<file path="config.mk">
export PLATFORM = sky130hd
export DESIGN_NAME = sr_drive_encoder_flat
export DESIGN_NICKNAME = d
export VERILOG_FILES = /design/src/rtl/sr_drive_encoder_if.sv /design/src/rtl/sr_drive_encoder.sv /design/src/flat_wrapper.sv
export SDC_FILE = /design/constraint.sdc
export NUM_CORES = 1
export LEC_CHECK = 0
export CELL_PAD_IN_SITES_DETAIL_PLACEMENT = 2
export CELL_PAD_IN_SITES_GLOBAL_PLACEMENT = 2
export CORE_MARGIN = 3
export CORE_UTILIZATION = 37
export CTS_CLUSTER_SIZE = 10
export DETAILED_ROUTE_END_ITERATION = 8
export PLACE_DENSITY = 0.88
export SETUP_SLACK_MARGIN = 0.4
export SYNTH_ARGS = -nofsm -noshare
export SYNTH_HDL_FRONTEND = slang
export SYNTH_SLANG_ARGS = --single-unit
</file>
<file path="constraint.sdc">
create_clock -name clk -period 3.35 [get_ports clk]
set_clock_uncertainty 0.1 [all_clocks]
set_input_delay 0.67 -clock clk [delete_from_list [all_inputs] [get_ports clk]]
set_output_delay 0.67 -clock clk [all_outputs]
set_load 0.005 [all_outputs]
</file>
<file path="src/rtl/sr_drive_encoder_if.sv">
// ============================================================================
// Module      : sr_drive_encoder_if
// Description : Command/status bundle between a requester and sr_drive_encoder.
// Revision    : 1.0 - initial release
// ============================================================================
`default_nettype none

interface sr_drive_encoder_if;
    logic en;
    logic d_in;
    logic refresh;
    logic s;
    logic r;
    logic q_track;
    logic busy;

    modport master (
        output en,
        output d_in,
        output refresh,
        input  s,
        input  r,
        input  q_track,
        input  busy
    );

    modport slave (
        input  en,
        input  d_in,
        input  refresh,
        output s,
        output r,
        output q_track,
        output busy
    );
endinterface

`default_nettype wire

</file>
<file path="src/rtl/sr_drive_encoder.sv">
// ============================================================================
// Module      : sr_drive_encoder
// Description : Turns a target level into width-controlled, non-overlapping
//               set/reset pulses for an S/R storage element.
// Revision    : 1.0 - initial release
// ============================================================================
`default_nettype none

module sr_drive_encoder #(
    parameter int PULSE_W = 2,
    parameter int GAP_W   = 1,
    parameter int CNT_W   = 8
) (
    input  wire logic            clk,
    input  wire logic            rst,
    sr_drive_encoder_if.slave    bus
);

    typedef enum logic [2:0] {
        ST_INIT  = 3'd0,
        ST_SET_P = 3'd1,
        ST_RST_P = 3'd2,
        ST_GAP   = 3'd3,
        ST_IDLE  = 3'd4
    } state_t;

    localparam logic [CNT_W-1:0] c_pulse_load = CNT_W'(PULSE_W - 1);
    localparam logic [CNT_W-1:0] c_gap_load   = CNT_W'(GAP_W - 1);
    localparam logic [CNT_W-1:0] c_one        = CNT_W'(1);

    state_t           r_state;
    logic [CNT_W-1:0] r_cnt;
    logic             r_s;
    logic             r_r;
    logic             r_q;
    logic             r_busy;

    // A new pulse is only considered in IDLE; refresh forces a re-drive.
    logic w_start;
    assign w_start = bus.en && ((bus.d_in != r_q) || bus.refresh);

    always_ff @(posedge clk) begin
        if (rst) begin
            r_state <= ST_INIT;
            r_cnt   <= '0;
            r_s     <= 1'b0;
            r_r     <= 1'b0;
            r_q     <= 1'b0;
            r_busy  <= 1'b1;
        end else begin
            case (r_state)
                // The latch content is unknown out of reset, so force it low.
                ST_INIT: begin
                    r_state <= ST_RST_P;
                    r_cnt   <= c_pulse_load;
                    r_s     <= 1'b0;
                    r_r     <= 1'b1;
                    r_busy  <= 1'b1;
                end
                ST_IDLE: begin
                    if (w_start) begin
                        r_cnt  <= c_pulse_load;
                        r_busy <= 1'b1;
                        if (bus.d_in) begin
                            r_state <= ST_SET_P;
                            r_s     <= 1'b1;
                            r_r     <= 1'b0;
                        end else begin
                            r_state <= ST_RST_P;
                            r_s     <= 1'b0;
                            r_r     <= 1'b1;
                        end
                    end else begin
                        r_s    <= 1'b0;
                        r_r    <= 1'b0;
                        r_busy <= 1'b0;
                    end
                end
                ST_SET_P, ST_RST_P: begin
                    if (r_cnt != '0) begin
                        r_cnt <= r_cnt - c_one;
                    end else begin
                        r_s     <= 1'b0;
                        r_r     <= 1'b0;
                        r_q     <= (r_state == ST_SET_P);
                        r_state <= ST_GAP;
                        r_cnt   <= c_gap_load;
                    end
                end
                ST_GAP: begin
                    if (r_cnt != '0) begin
                        r_cnt <= r_cnt - c_one;
                    end else begin
                        r_state <= ST_IDLE;
                        r_busy  <= 1'b0;
                    end
                end
                default: begin
                    r_state <= ST_INIT;
                    r_cnt   <= '0;
                    r_s     <= 1'b0;
                    r_r     <= 1'b0;
                    r_busy  <= 1'b1;
                end
            endcase
        end
    end

    assign bus.s       = r_s;
    assign bus.r       = r_r;
    assign bus.q_track = r_q;
    assign bus.busy    = r_busy;

endmodule

`default_nettype wire
</file>
<file path="src/flat_wrapper.sv">
// flat-port wrapper written by rule: the top's interface ports become plain ports
module sr_drive_encoder_flat 
#(
    parameter int PULSE_W = 2,
    parameter int GAP_W   = 1,
    parameter int CNT_W   = 8
)
  (clk, rst, bus_en, bus_d_in, bus_refresh, bus_s, bus_r, bus_q_track, bus_busy);
  sr_drive_encoder_if bus_i ();
  input  wire logic clk;
  input  wire logic rst;
  input wire logic [$bits(bus_i.en)-1:0] bus_en;
  input wire logic [$bits(bus_i.d_in)-1:0] bus_d_in;
  input wire logic [$bits(bus_i.refresh)-1:0] bus_refresh;
  output wire logic [$bits(bus_i.s)-1:0] bus_s;
  output wire logic [$bits(bus_i.r)-1:0] bus_r;
  output wire logic [$bits(bus_i.q_track)-1:0] bus_q_track;
  output wire logic [$bits(bus_i.busy)-1:0] bus_busy;
  assign bus_i.en = bus_en;
  assign bus_i.d_in = bus_d_in;
  assign bus_i.refresh = bus_refresh;
  assign bus_s = bus_i.s;
  assign bus_r = bus_i.r;
  assign bus_q_track = bus_i.q_track;
  assign bus_busy = bus_i.busy;
  sr_drive_encoder #(.PULSE_W(PULSE_W), .GAP_W(GAP_W), .CNT_W(CNT_W)) u_core (.clk(clk), .rst(rst), .bus(bus_i));
endmodule
</file>
After elaboration in Yosys (flattened, before gate mapping)
Index checks and enable logic that the tools add are counted.
Widths: inputs -> output; s select.
Word-level totals
  bits in registers: 15
  output and inout bits: 4
  word-level logic and storage cells: 47
Cells by class
  $add $sub $neg: 1
  eq/ne operators: 9
  muxes and demuxes: 18
  bitwise operators: 3
  reduce and logical (&&, ||, !) cells: 10
Operator list (number)
  $pmux 8 s4: 1
  $mux 8: 3
  $pmux 3 s4: 1
  $mux 3: 3
  $reduce_and 2->1: 4
  $reduce_bool 8->1: 1
  $sub 8x1->8 const B: 1
  $eq 3x2->1 const B: 2
  $mux 1: 6
  $pmux 1 s3: 2
  $ne 2x1->1 const B: 2
  $ne 2x2->1 const B: 2
  $pmux 1 s4: 1
  $eq 3x1->1 const B: 1
  $eq 3x3->1 const B: 1
  $logic_not 3->1: 1
  $not 1->1: 3
  $reduce_and 3->1: 1
  $mux 2: 1
  $reduce_or 2->1: 1
  $logic_and 1x1->1: 1
  $logic_or 1x1->1: 1
  $ne 1x1->1: 1

Logic depth before layout (Yosys ltp)
Gate-level depths: netlist of run 1.
  depth in word-level cells: 5
  mapped depth: 8
  depth with buffers taken out: 6

Worst setup path after synthesis of run 1
No wires, ideal clock.
  path type: reg2reg
  start: register u_core.r_cnt[0]
  end: register u_core.r_cnt[5]
  library setup time: 115 ps
  data arrival time: 1899 ps
  path slack: 1237 ps
  stages on the path, launching flop included: 8
  period minus slack after synthesis: 2113 ps
  cell sequence: dfxtp_1 inv_1 ha_1 or3b_2 clkbuf_1 o311a_4 o31ai_4 o21ba_1
Between the ends
  cells in the longest elaborated chain, start to end: 3
Ends and longest elaborated chain
  from (decl): line sr_drive_encoder.sv:32  | logic [CNT_W-1:0] r_cnt;
  from (signal assigned): line sr_drive_encoder.sv:55  | r_cnt <= c_pulse_load;
  from (signal assigned): line sr_drive_encoder.sv:62  | r_cnt <= c_pulse_load;
  from (signal assigned): line sr_drive_encoder.sv:81  | r_cnt <= r_cnt - c_one;
  $sub 8x1->8 or $reduce_bool 8->1 (tied branches)
  $mux 8, or another cell as far along: line sr_drive_encoder.sv:91  | if (r_cnt != '0) begin
  $pmux 8 s4 or $reduce_and 2->1 (tied branches)
Several ways; a longest one is shown, not always the timed one. The select of a mux whose other input is x is not followed.
A chain may end at the register's enable or synchronous reset.

Worst setup path after layout of run 1
  start: register u_core.r_cnt[0]
  end: register u_core.r_cnt[0]
Same word-level chain as after synthesis.

==> results of run 1 <==
## power breakdown
group	leakage (nW)	internal (W)	switching, W
Combinational	0.286	0.000375	0.000461
Sequential	0.123	0.000243	0.000110
Clock	0.0150	0.0000464	0.0000655
## Yosys cell counts (all sizes together) (2+ instances only)
cell    instances
dfxtp          15
a21oi          12
buf             7
inv             7
nor2            7
nand2           5
nor4            5
o21ai           5
or4             5
nand3           4
o31ai           4
o31a            3
a211oi          2
a21o            2
ha              2
nand2b          2
nor3            2
nor3b           2
o21ba           2
o21bai          2
o41ai           2
or2             2
or3             2
or3b            2
## layout make-up
type	count	area, sq um
clock buffer	4	26.28
sequential	15	300.3
tap	30	37.54
fill	285	1438
inverter	7	26.28
multi-input combinational	86	621.8
timing repair buffer	10	95.09
## state kept, by name, summed over array words and instances (netlist names)
name and count:
u_core.r_state 3, u_core.bus.q_track 1, u_core.r_cnt 8, u_core.bus.s 1, u_core.bus.busy 1, u_core.bus.r 1
## per-stage QoR
stage	total power (W)	hold slack [ns]	setup slack (ns)	area, sq um
floorplan	0.0009683	0.3522	1.237	1020
global placement	0.001106	0.3580	0.6710	1081
detailed placement	0.001185	0.3734	0.6121	1081
CTS	0.001302	0.3919	0.8436	1107
global route	0.001424	0.4108	0.7269	1107
finish	0.001300	0.3877	0.8447	1107
## cell families (layout without fill, tap and decap cells)
group,Yosys count,in the layout,share of synthesized area (%)
AOI/OAI and AO/OA,42,42,31.17
and+or+nand+nor,41,41,26.50
DFF,15,15,29.45
buffers and inverters,15,21,9.570
adders and majority gates,2,2,2.454
xor gates and xnor gates,1,1,0.8591
## routing by layer
layer	routed length [um]	GRT usage, %	share of wire (%)	vias up
met2	1583	37.96	52	10
met3	66	4.167	2.2	2
met1	1389	24.60	45	460
met5	0	0	0	-
met4	15	5.298	0.49	0
li1	-	-	-	449
## tightest hold or removal path: stages (launching register included)
cell and delay, ns:
dfxtp_1 0.33, nand3_1 0.07, a21oi_1 0.06
## worst paths after layout
check | to | startpoint | slack, ns | depth (start not counted)
setup / recovery | u_core.r_cnt[0] | u_core.r_cnt[0] | 0.84 | 6
hold / removal | u_core.bus.r | u_core.bus.r | 0.39 | 2
setup reg to reg | u_core.r_cnt[0] | u_core.r_cnt[0] | 0.84 | 6
hold reg to reg | u_core.bus.r | u_core.bus.r | 0.39 | 2
## cell usage in the layout (no fill, tap or decap), types with 2 or more instances in the layout
master,Yosys,layout
or4_2,2,2
or4_1,2,2
a21oi_1,12,12
clkdlybuf4s50_1,0,8
nor3_1,2,2
o31a_1,2,2
o21ai_0,5,5
o41ai_1,2,2
or3b_2,2,2
nor3b_1,2,2
o21bai_1,2,2
nor4_1,3,3
o21ba_1,2,2
dfxtp_1,15,15
nand2_1,5,5
buf_4,3,2
a211oi_1,2,2
nand2b_1,2,2
clkbuf_4,0,3
nand3_1,4,4
inv_1,7,7
or2_2,2,2
o31ai_1,3,3
ha_1,2,2
a21o_1,2,2
nor2_1,6,6
==> out/results.txt, run 1 <==
The run finished with clean final reports. The synthesized netlist contains 46 unique library cells. Clock tree synthesis found a total of 15 sinks. In the final design database the tool counted 130 nets. In this run the standard cell core region covers 2545 sq um. The instance count after placement with tap cells included was 148; the number of global-route vias before repair was 1059. The port buffer count came out at 8. Max-slew violation count: 0. For this design the static power due to leakage is 0.4238 nW. Hold repair after CTS inserted 0 buffers. The number of hold violations in the final report was 0. The count of antenna diodes in the layout was 0; the remaining number of nets flagged by the antenna check after routing was 0. Setup repair after global routing left no endpoint under its margin. For the share of the core filled with cells, the log shows 43.51%. For this run, the register share of the synthesized area comes to 29.45%. The mean cell area of the mapped netlist is 8.791 sq um. TritonCTS built the clock tree.

Data on the critical path arrives at its endpoint at 2.60 ns. Dividing total power by cell area gives a power density of 1174 nW/um^2. At the later pin of the worst-skew pair, clock insertion delay measures 0.29 ns.

The logs give 5416 um for the global-route wire length before repair and 3 for the clock buffer count from CTS. In the synthesized netlist the dominant register cell turns out to be dfxtp_1. The die span in y was 58.50 um.

The signal on the critical path passes through inv_1 > ha_1 > or3b_2 > nor4_4 > nor2_2 > o221a_2. The top-area cell type share of the netlist area came out at 29.45%. The area growth from synthesis to layout came out at 8.589%.

In this run the deepest clock path goes through 2 buffers. The path class of the tightest hold or removal check is flop to flop. Category of the critical setup timing path: flop to flop. For the count of boundary I/O pins, the log shows 9. Maximum number of pins on one net before global-route repair: 15. Global routing used 20.81% of the available tracks. The share of flip-flops with an asynchronous set or reset after synthesis works out to 0%. The peak fanout along the critical path came out at 13. The routability congestion estimate is 0.7397.

For this block, the via count after detailed routing is 921. Total detailed-routing wirelength: 3055 um. The transition time at the pin with the least slew margin is 0.6932 ns.

For the number of gates resized after CTS, the log shows 0. The number of maximum-capacitance violations was 0; the synthesized net count was 123. The worst path needs 2.505 ns of the cycle, external delays included.

The tools report the post-detailed-placement half-perimeter wirelength as 2246 um. The number of search-and-repair iterations in the first detailed-routing pass was 5. In this run, the number of DRC markers left after iteration 0 of detailed routing was 25. The floorplan step defined a die boundary enclosing 3422 sq um.

Excluding fillers, the count of instances in the completed layout stands at 152. The number of H-tree levels was 1. The standard cell with the maximum stage delay on the critical path is nor4_4. The cell family with the largest share of critical-path delay is simple AND/OR/NAND/NOR gates.

The worst pin sits at a relative slew slack of 53.44%. STA classifies the critical path startpoint as a flop. The number of antenna violations at the first check in global routing came out at 0. The x dimension of the die is 58.50 um, and the number of enable-type register cells in the synthesized netlist is 0. At the worst endpoint, the required time is 3.44 ns.

The worst-case IR drop observed on VDD is 0.5078 mV. The total overflow left after global routing is 0. Setup total negative slack on the finished layout was measured at 0 ns. STA classifies the critical path endpoint as a flop. The cell area after synthesis is 1020 sq um. The tools report the post-CTS setup repair buffer count as 0. Dividing the detail-routed wire length by the instance count gives 20.10 um.

The share of cells above drive strength 1 was 16.39%; the DRC violation count after routing was 0. Sorting the synthesized cells by area gives the leading types as dfxtp_1, a21oi_1, buf_6. The floorplan has 18 rows. In this run, synthesis produced a sequential element count of 15. For the final count of negative-setup-slack endpoints, the log shows 0.

The tools report the synthesized netlist cell count as 116. The clock input transition at the sequential cells of the worst setup and hold paths is 0.10 ns. The final critical-path share of the clock period was 74.79%; the initial standard-cell utilization of the core was 40.07%. During synthesis, Yosys emitted a total of 0 warnings. Based on the critical path, the design can be clocked at up to 399.1 MHz. Clock tree synthesis selected as its root buffer the cell clkbuf_4.

Using the TritonRoute via totals, the vias-per-cell ratio works out to 6.059. The largest total area in the synthesized netlist belongs to dfxtp_1. The delay of the slowest critical-path stage came out at 0.63 ns. The sum of buffers and inverters on the critical path was 1.
Note: power is estimated with default switching activity, not from simulation.
==> run 2, diff against run 1 <==
CORE_UTILIZATION = 34   (was 37)
PLACE_DENSITY = 0.82   (was 0.88)
clock period = 2.6 ns   (was 3.35 ns; I/O delays follow)
==> run 2 against run 1 <==
Effect of this change:
- sequential power grew 31%
- critical path type unchanged
- cell count grew 4.6%
- wire length grew 6.4%
- hold slack lost 0.0031 ns
- die area grew 7.9%
- via count grew 4.2%
- global-route usage shrank 1.2 points
- critical endpoint is now u_core.r_cnt[6]
- sequential cell count is the same
- first-iteration DRC count grew 12%
- final area grew 5.9%
==> out/results.txt, run 2 (same netlist as run 1, synthesis figures left out) <==
Die outline area: 3692 sq um. TritonCTS built the clock tree. Initial standard-cell utilization of the core: 36.35%. The floorplan step defined a core boundary enclosing 2805 sq um. Setup repair after global routing left no endpoint under its margin. After detailed routing, the number of remaining DRC violations is 0. The routed layout has 960 vias.

The number of hold violations in the final report came out at 0. The register with the most flip-flops in the layout has 8 of them. Measured against its own limit, the worst slew margin works out to 61.00%. At the worst endpoint, the required time is 2.70 ns. The die span in y is 60.77 um, and the routed wire length per instance is 20.43 um.

The tools report the startpoint type of the worst setup path as a flop. Summed over all layers, the global routing overflow is 0. Counting flops per register, the top entry is u_core.r_cnt.

For the pin with the worst max-slew slack, the measured transition is 0.5824 ns. The maximum buffer depth of the clock tree is 2. The tree built by TritonCTS fans out to 15 sinks.

The leading cell type in the layout, fill and taps excluded was dfxtp_1. The worst path uses 83.13% of the clock period. In this run the static leakage power is 0.4646 nW.

The later pin in the worst-skew pair is clocked with a latency of 0.30 ns. The data arrival time of the worst path is 2.26 ns, and the remaining number of nets flagged by the antenna check after routing is 0. The tools report the total design power as 0.001827 W. The run gives 4 as the number of search-and-repair iterations in the first detailed-routing pass. After legalization and detailed placement, the total HPWL measured 2302 um. The run gives 3 as the clock buffer count from CTS. The number of antenna violations at the first check in global routing was 0.

The first routing iteration left 28 violations. The peak fanout along the critical path was 6. The final period demand of the worst path was 2.162 ns. Compared with the post-synthesis result, the final layout area differs by 14.97%. The maximum number of pins on one net before global-route repair is 14, and the count of cells along the worst hold path is 2. The startpoint identified for the worst hold timing path is u_core.bus.r.

In the routed layout, each cell is associated on average with a via count of 6.038. The worst slack on hold paths is 0.3845 ns, and the global-route wire length before repair is 5299 um. The count of cells in the finished layout, fillers not included, comes to 159. For this run, the top clock speed supported by timing is 462.6 MHz. In this run the critical register-to-register path is captured at u_core.r_cnt[6]. The run gives 0 as the count of antenna diodes in the layout. The tools report the end of the worst hold path as u_core.bus.r.

For the final routed database, the setup TNS stands at 0 ns. The tool flagged a number of max-cap violations equal to 0. The library cells used most frequently in the layout, excluding fill and tap cells, are dfxtp_1, a21oi_1, clkdlybuf4s50_1, buf_4, nor2_1. The worst setup path is captured at a flop. The net count of the finished layout is 136. The number of global-route vias before repair was 1060. In this run the worst hold path is classified as flop to flop.

After detailed routing, the total wire length is 3249 um. After clock tree synthesis, the flow added hold-fix buffers numbering 0. During I/O placement, the number of pins put on the boundary was 9. During placement, the flow inserted port buffers numbering 8.

For this run, the total global-route usage over all layers was measured as 19.64%. Dividing total power by cell area gives a power density of 1558 nW/um^2. The flow ran to the end, and the final reports show no timing, DRC or antenna violations. In this run the core area contains 19 standard-cell rows. The post-route netlist has 25.00% of its cells at a drive strength greater than 1.

The category of the critical setup timing path was flop to flop. The tools report the routability congestion estimate as 0.8080. The largest registers in the layout are u_core.r_cnt (8), u_core.r_state (3). Max-slew violation count: 0. The number of cells traversed by the worst register-to-register path was 4; the x dimension of the die was 60.77 um. Setup violations remaining at the end of the flow were counted as 0.

The logs give 0.5389 mV for the maximum vdd drop and 0.44 ns for the worst reg-to-reg setup slack. The tools report the startpoint of the lowest-slack register-to-register path as u_core.r_cnt[5]. The number of H-tree levels was 1; the clock input transition at the sequential cells of the worst setup and hold paths was 0.10 ns. The filler cells instantiated in the layout total 324. The tools report the instance count after placement with tap cells included as 151.

The clock root buffer was clkbuf_4.
[run 2: cell count changes in the layout (fill, tap and decap cells not counted), sizes merged]
cell	delta
buf	+6
[run 2: cell type report]
class / instances / area (sq um) / area share, %
Clock buffer: 4 / 26.28 / 2.241
Inverter: 7 / 26.28 / 2.241
Multi-Input combinational cell: 86 / 638.1 / 54.43
Sequential cell: 15 / 302.8 / 25.83
Tap cell: 31 / 38.79 / 3.308
Timing Repair Buffer: 16 / 140.1 / 11.95
[run 2: worst max path at each step]
| stage | from | end | slack [ns] | depth (start not counted) |
|---|---|---|---|---|
| 4_1_cts | bus_en | u_core.r_cnt[2] | 0.42 | 5 |
| 6_report | u_core.r_cnt[5] | u_core.r_cnt[6] | 0.44 | 4 |
| 5_1_grt | u_core.r_cnt[5] | u_core.r_cnt[6] | 0.39 | 4 |
| 3_5_place_dp | u_core.r_cnt[0] | u_core.r_cnt[6] | 0.14 | 6 |
| 2_1_floorplan | u_core.r_cnt[0] | u_core.r_cnt[5] | 0.49 | 7 |
| 3_3_place_gp | bus_en | u_core.r_cnt[2] | 0.18 | 5 |
[run 2: critical path, stage by stage (launching register included)]
cell,delay [ns]
dfxtp_1,0.37
or4_4,0.62
o311a_4,0.39
o31ai_4,0.37
o21ba_1,0.20
[run 2: report_power, final]
group	switching, W	total (W)	leakage [nW]	internal, W
combinational	0.000645	0.00122	0.326	0.000576
clock	0.0000865	0.000146	0.0150	0.0000599
sequential	0.000144	0.000460	0.123	0.000316
[run 2: routing by layer]
layer	part of all wire, %	GRT usage, %
met5	0	0
met4	0.58	6.502
met3	1.2	4.043
met2	54	34.96
met1	44	23.34
[run 2: timing repair]
item,in CTS,in global routing
setup endpoints to repair,7,6
pin swaps,0,2
buffers inserted,0,4
resized for setup,2,6
[run 2: per-stage QoR]
step	area, sq um	util, %	setup WS, ns
6_report	1172	41.79	0.4385
5_1_grt	1172	41.79	0.3877
4_1_cts	1131	40.32	0.4187
3_5_place_dp	1097	39.12	0.1390
3_3_place_gp	1097	39.12	0.1839
2_1_floorplan	1020	-	0.4866
==> run 3, diff against run 2 <==
clock period = 2.2 ns   (was 2.6 ns; I/O delays follow)
==> run 3 against run 2 <==
Effect of this change:
- hold slack better by 0.035 ns
- global-route usage up 8.5 points
- final area up 24%
- worst setup slack worse by 0.29 ns
- sequential cell count unchanged
- register-to-register slack worse by 0.29 ns
- via count up 17%
- total power up 58%
- critical path depth up 4
- sequential power up 13%
- core utilization up 10 points
- cell count up 13%
==> out/results.txt, run 3 (same netlist as run 1, synthesis figures left out) <==
The number of search-and-repair iterations in the first detailed-routing pass came out at 4. The startpoint identified for the worst hold timing path is u_core.bus.s. In this run the vertical extent of the chip is 60.77 um. The max-slew violation count was 0. In the layout the commonest cells are buf_4, dfxtp_1, clkdlybuf4s50_1. The tools report the total congestion overflow as 0. The library cell used most frequently in the layout, excluding fill and tap cells, is buf_4. Among cell families on the critical path, the largest total delay comes from compound AO/OA/AOI/OAI gates. In the final layout, the registers with the most flip-flops are u_core.r_cnt (8), u_core.r_state (3). On the critical path, the stage with the largest delay is an instance of a211oi_1. At the worst endpoint, the required time is 2.33 ns.

The worst setup path is captured at a flop. TritonCTS built the clock tree. The total detailed-routing wirelength was 4608 um; the number of hold violations in the final report was 0.

After layout, the minimum clock period comes to 2.050 ns. For this block, the via count after detailed routing is 1124. The share of the core filled with cells was 51.87%; the number of maximum-capacitance violations was 0. Port buffer count: 8. The critical path goes through inv_2 > ha_4 > buf_4 > nor3b_4 > a211oi_1 > o31ai_4 > buf_4 > a21oi_2. Once the floorplan was initialized, standard cells occupied 36.35% of the core.

The startpoint identified for the worst register-to-register timing path is u_core.r_cnt[1]. For this design the ratio of total power to cell area is 1985 nW/um^2. The number of antenna violations at the first check in global routing is 0, and the maximum vdd drop is 0.8138 mV.

The number of buffers and inverters on the critical path is 3. The longest clock path from root to sink contains 2 buffers. Setup slack on the worst reg-to-reg path comes out at 0.15 ns.

Summed over all cells, the static leakage comes to 0.6021 nW. The peak fanout along the critical path works out to 5. The final count of negative-setup-slack endpoints came out at 0. 0 antenna diodes ended up in the layout. For this block, the initial DRC count from the detailed router was 63. The type of the tightest min-delay check is flop to flop. The remaining max-slew budget at the tightest pin came out at 59.26%. The region available for standard cell placement spans 2805 sq um. The tools report the number of clock sinks seen by CTS as 15.

The transition time at the pin with the least slew margin works out to 0.6075 ns. For the worst-skew pair, the clock arrives at the later sink with an insertion delay of 0.30 ns. For the total track usage, the log shows 28.18%.

For the worst slack on hold paths, the log shows 0.4194 ns. Entering global routing, the biggest net connects 14 pins. Dividing the final minimum period by the clock period gives 93.18%. STA puts the critical path data arrival time at 2.18 ns. Setup repair after global routing could not meet its margin everywhere.

The register with the most flip-flops in the layout has 8 of them. The delay of the slowest critical-path stage was 0.56 ns. The area growth from synthesis to layout is 42.70%. u_core.r_cnt holds more flip-flops than any other register. In this run the worst setup path begins at u_core.r_cnt[1]. The tools report the routability congestion estimate as 0.8339.

The clock input transition at the sequential cells of the worst setup and hold paths came out at 0.11 ns. Final net count: 157. The worst setup path is of the flop to flop kind. The number of H-tree levels was 1; the row count was 19.

After legalization and detailed placement, the total HPWL measured 2556 um. The startpoint type of the worst setup path is a flop. The tools report the number of fill cells as 290. The global-route wire length before repair is 7231 um, and the setup slack of the critical path after layout is 0.1501 ns.

In this run the horizontal extent of the chip is 60.77 um. The die outline area was 3692 sq um. For this design the top-level I/O count stands at 9.

At the placement stage, the worst setup path has a slack of -0.1904 ns. After detailed routing, the average wire length per cell comes to 25.60 um. In this run the remaining antenna-violating nets after routing total 0. After detailed routing, the number of remaining DRC violations is 0.

The cell sitting at the root of the clock tree is a clkbuf_4. The number of global-route vias before repair was 1252. The flow ran to the end, and the final reports show no timing, DRC or antenna violations. The number of clock buffers added by TritonCTS is 3. The post-route netlist has 44.30% of its cells at a drive strength greater than 1.

The run gives 487.8 MHz as the highest clock rate. The average via count per standard cell came out at 6.244. Counting stages on the worst path, the most repeated cell is buf_4.
-- run 3: cell types whose count changed in the layout (fill, tap and decap cells not counted), sizes merged --
cell  previous run  this run
buf              8        29
-- run 3: worst reg2reg max path: cells and delay by family (launching register included) --
family / cells / cell delay (ns)
fa+ha+maj: 1 / 0.16
simple gates: 1 / 0.15
compound gates: 3 / 0.86
flops: 1 / 0.36
buf+inv: 3 / 0.36
-- run 3: metrics by stage --
step,cells,total power (W),instance area (sq um),TNS (ns)
4_1_cts,178,0.002521,1386,0
2_1_floorplan,116,0.001563,1061,0
3_3_place_gp,161,0.001829,1204,-0.06907
6_report,180,0.002889,1455,0
3_5_place_dp,161,0.001918,1204,-0.6952
5_1_grt,180,0.003067,1455,0
-- run 3: final cells by class --
cell class	count	area (sq um)	area share [%]
Multi-Input combinational cell	86	728.2	50.04
Timing Repair Buffer	37	321.6	22.10
Sequential cell	15	311.5	21.41
Tap cell	31	38.79	2.666
Inverter	7	28.78	1.978
Clock buffer	4	26.28	1.806
-- run 3: per-layer routing --
metal  global-route usage (%)  vias to the layer above  part of all wire, %
met5                        0                        -                    0
met4                    15.17                        0                  2.7
met3                    4.894                       10                  6.5
met2                    43.36                       48                   49
met1                    37.32                      558                   42
li1                         -                      508                    -
-- run 3: path summary, 6_finish.rpt --
kind	cells past startpoint	to
max	8	u_core.r_cnt[3]
max reg2reg	8	u_core.r_cnt[3]
min reg2reg	2	u_core.bus.s
min	2	u_core.bus.s
-- run 3: repair_timing --
item / 4_1_cts / 5_1_grt
hold buffers: 0 / 0
endpoints found under the setup margin: 12 / 15
pin swaps: 7 / 4
endpoints found under the hold margin: 0 / 0
gates resized for setup: 14 / 11
buffers inserted: 13 / 2
-- run 3: power by group --
part           switching (W)  leakage, nW  internal, W
Combinational        0.00111        0.462      0.00109
Clock               0.000104       0.0150    0.0000707
Sequential          0.000137        0.125     0.000384
Total                0.00135        0.602      0.00154
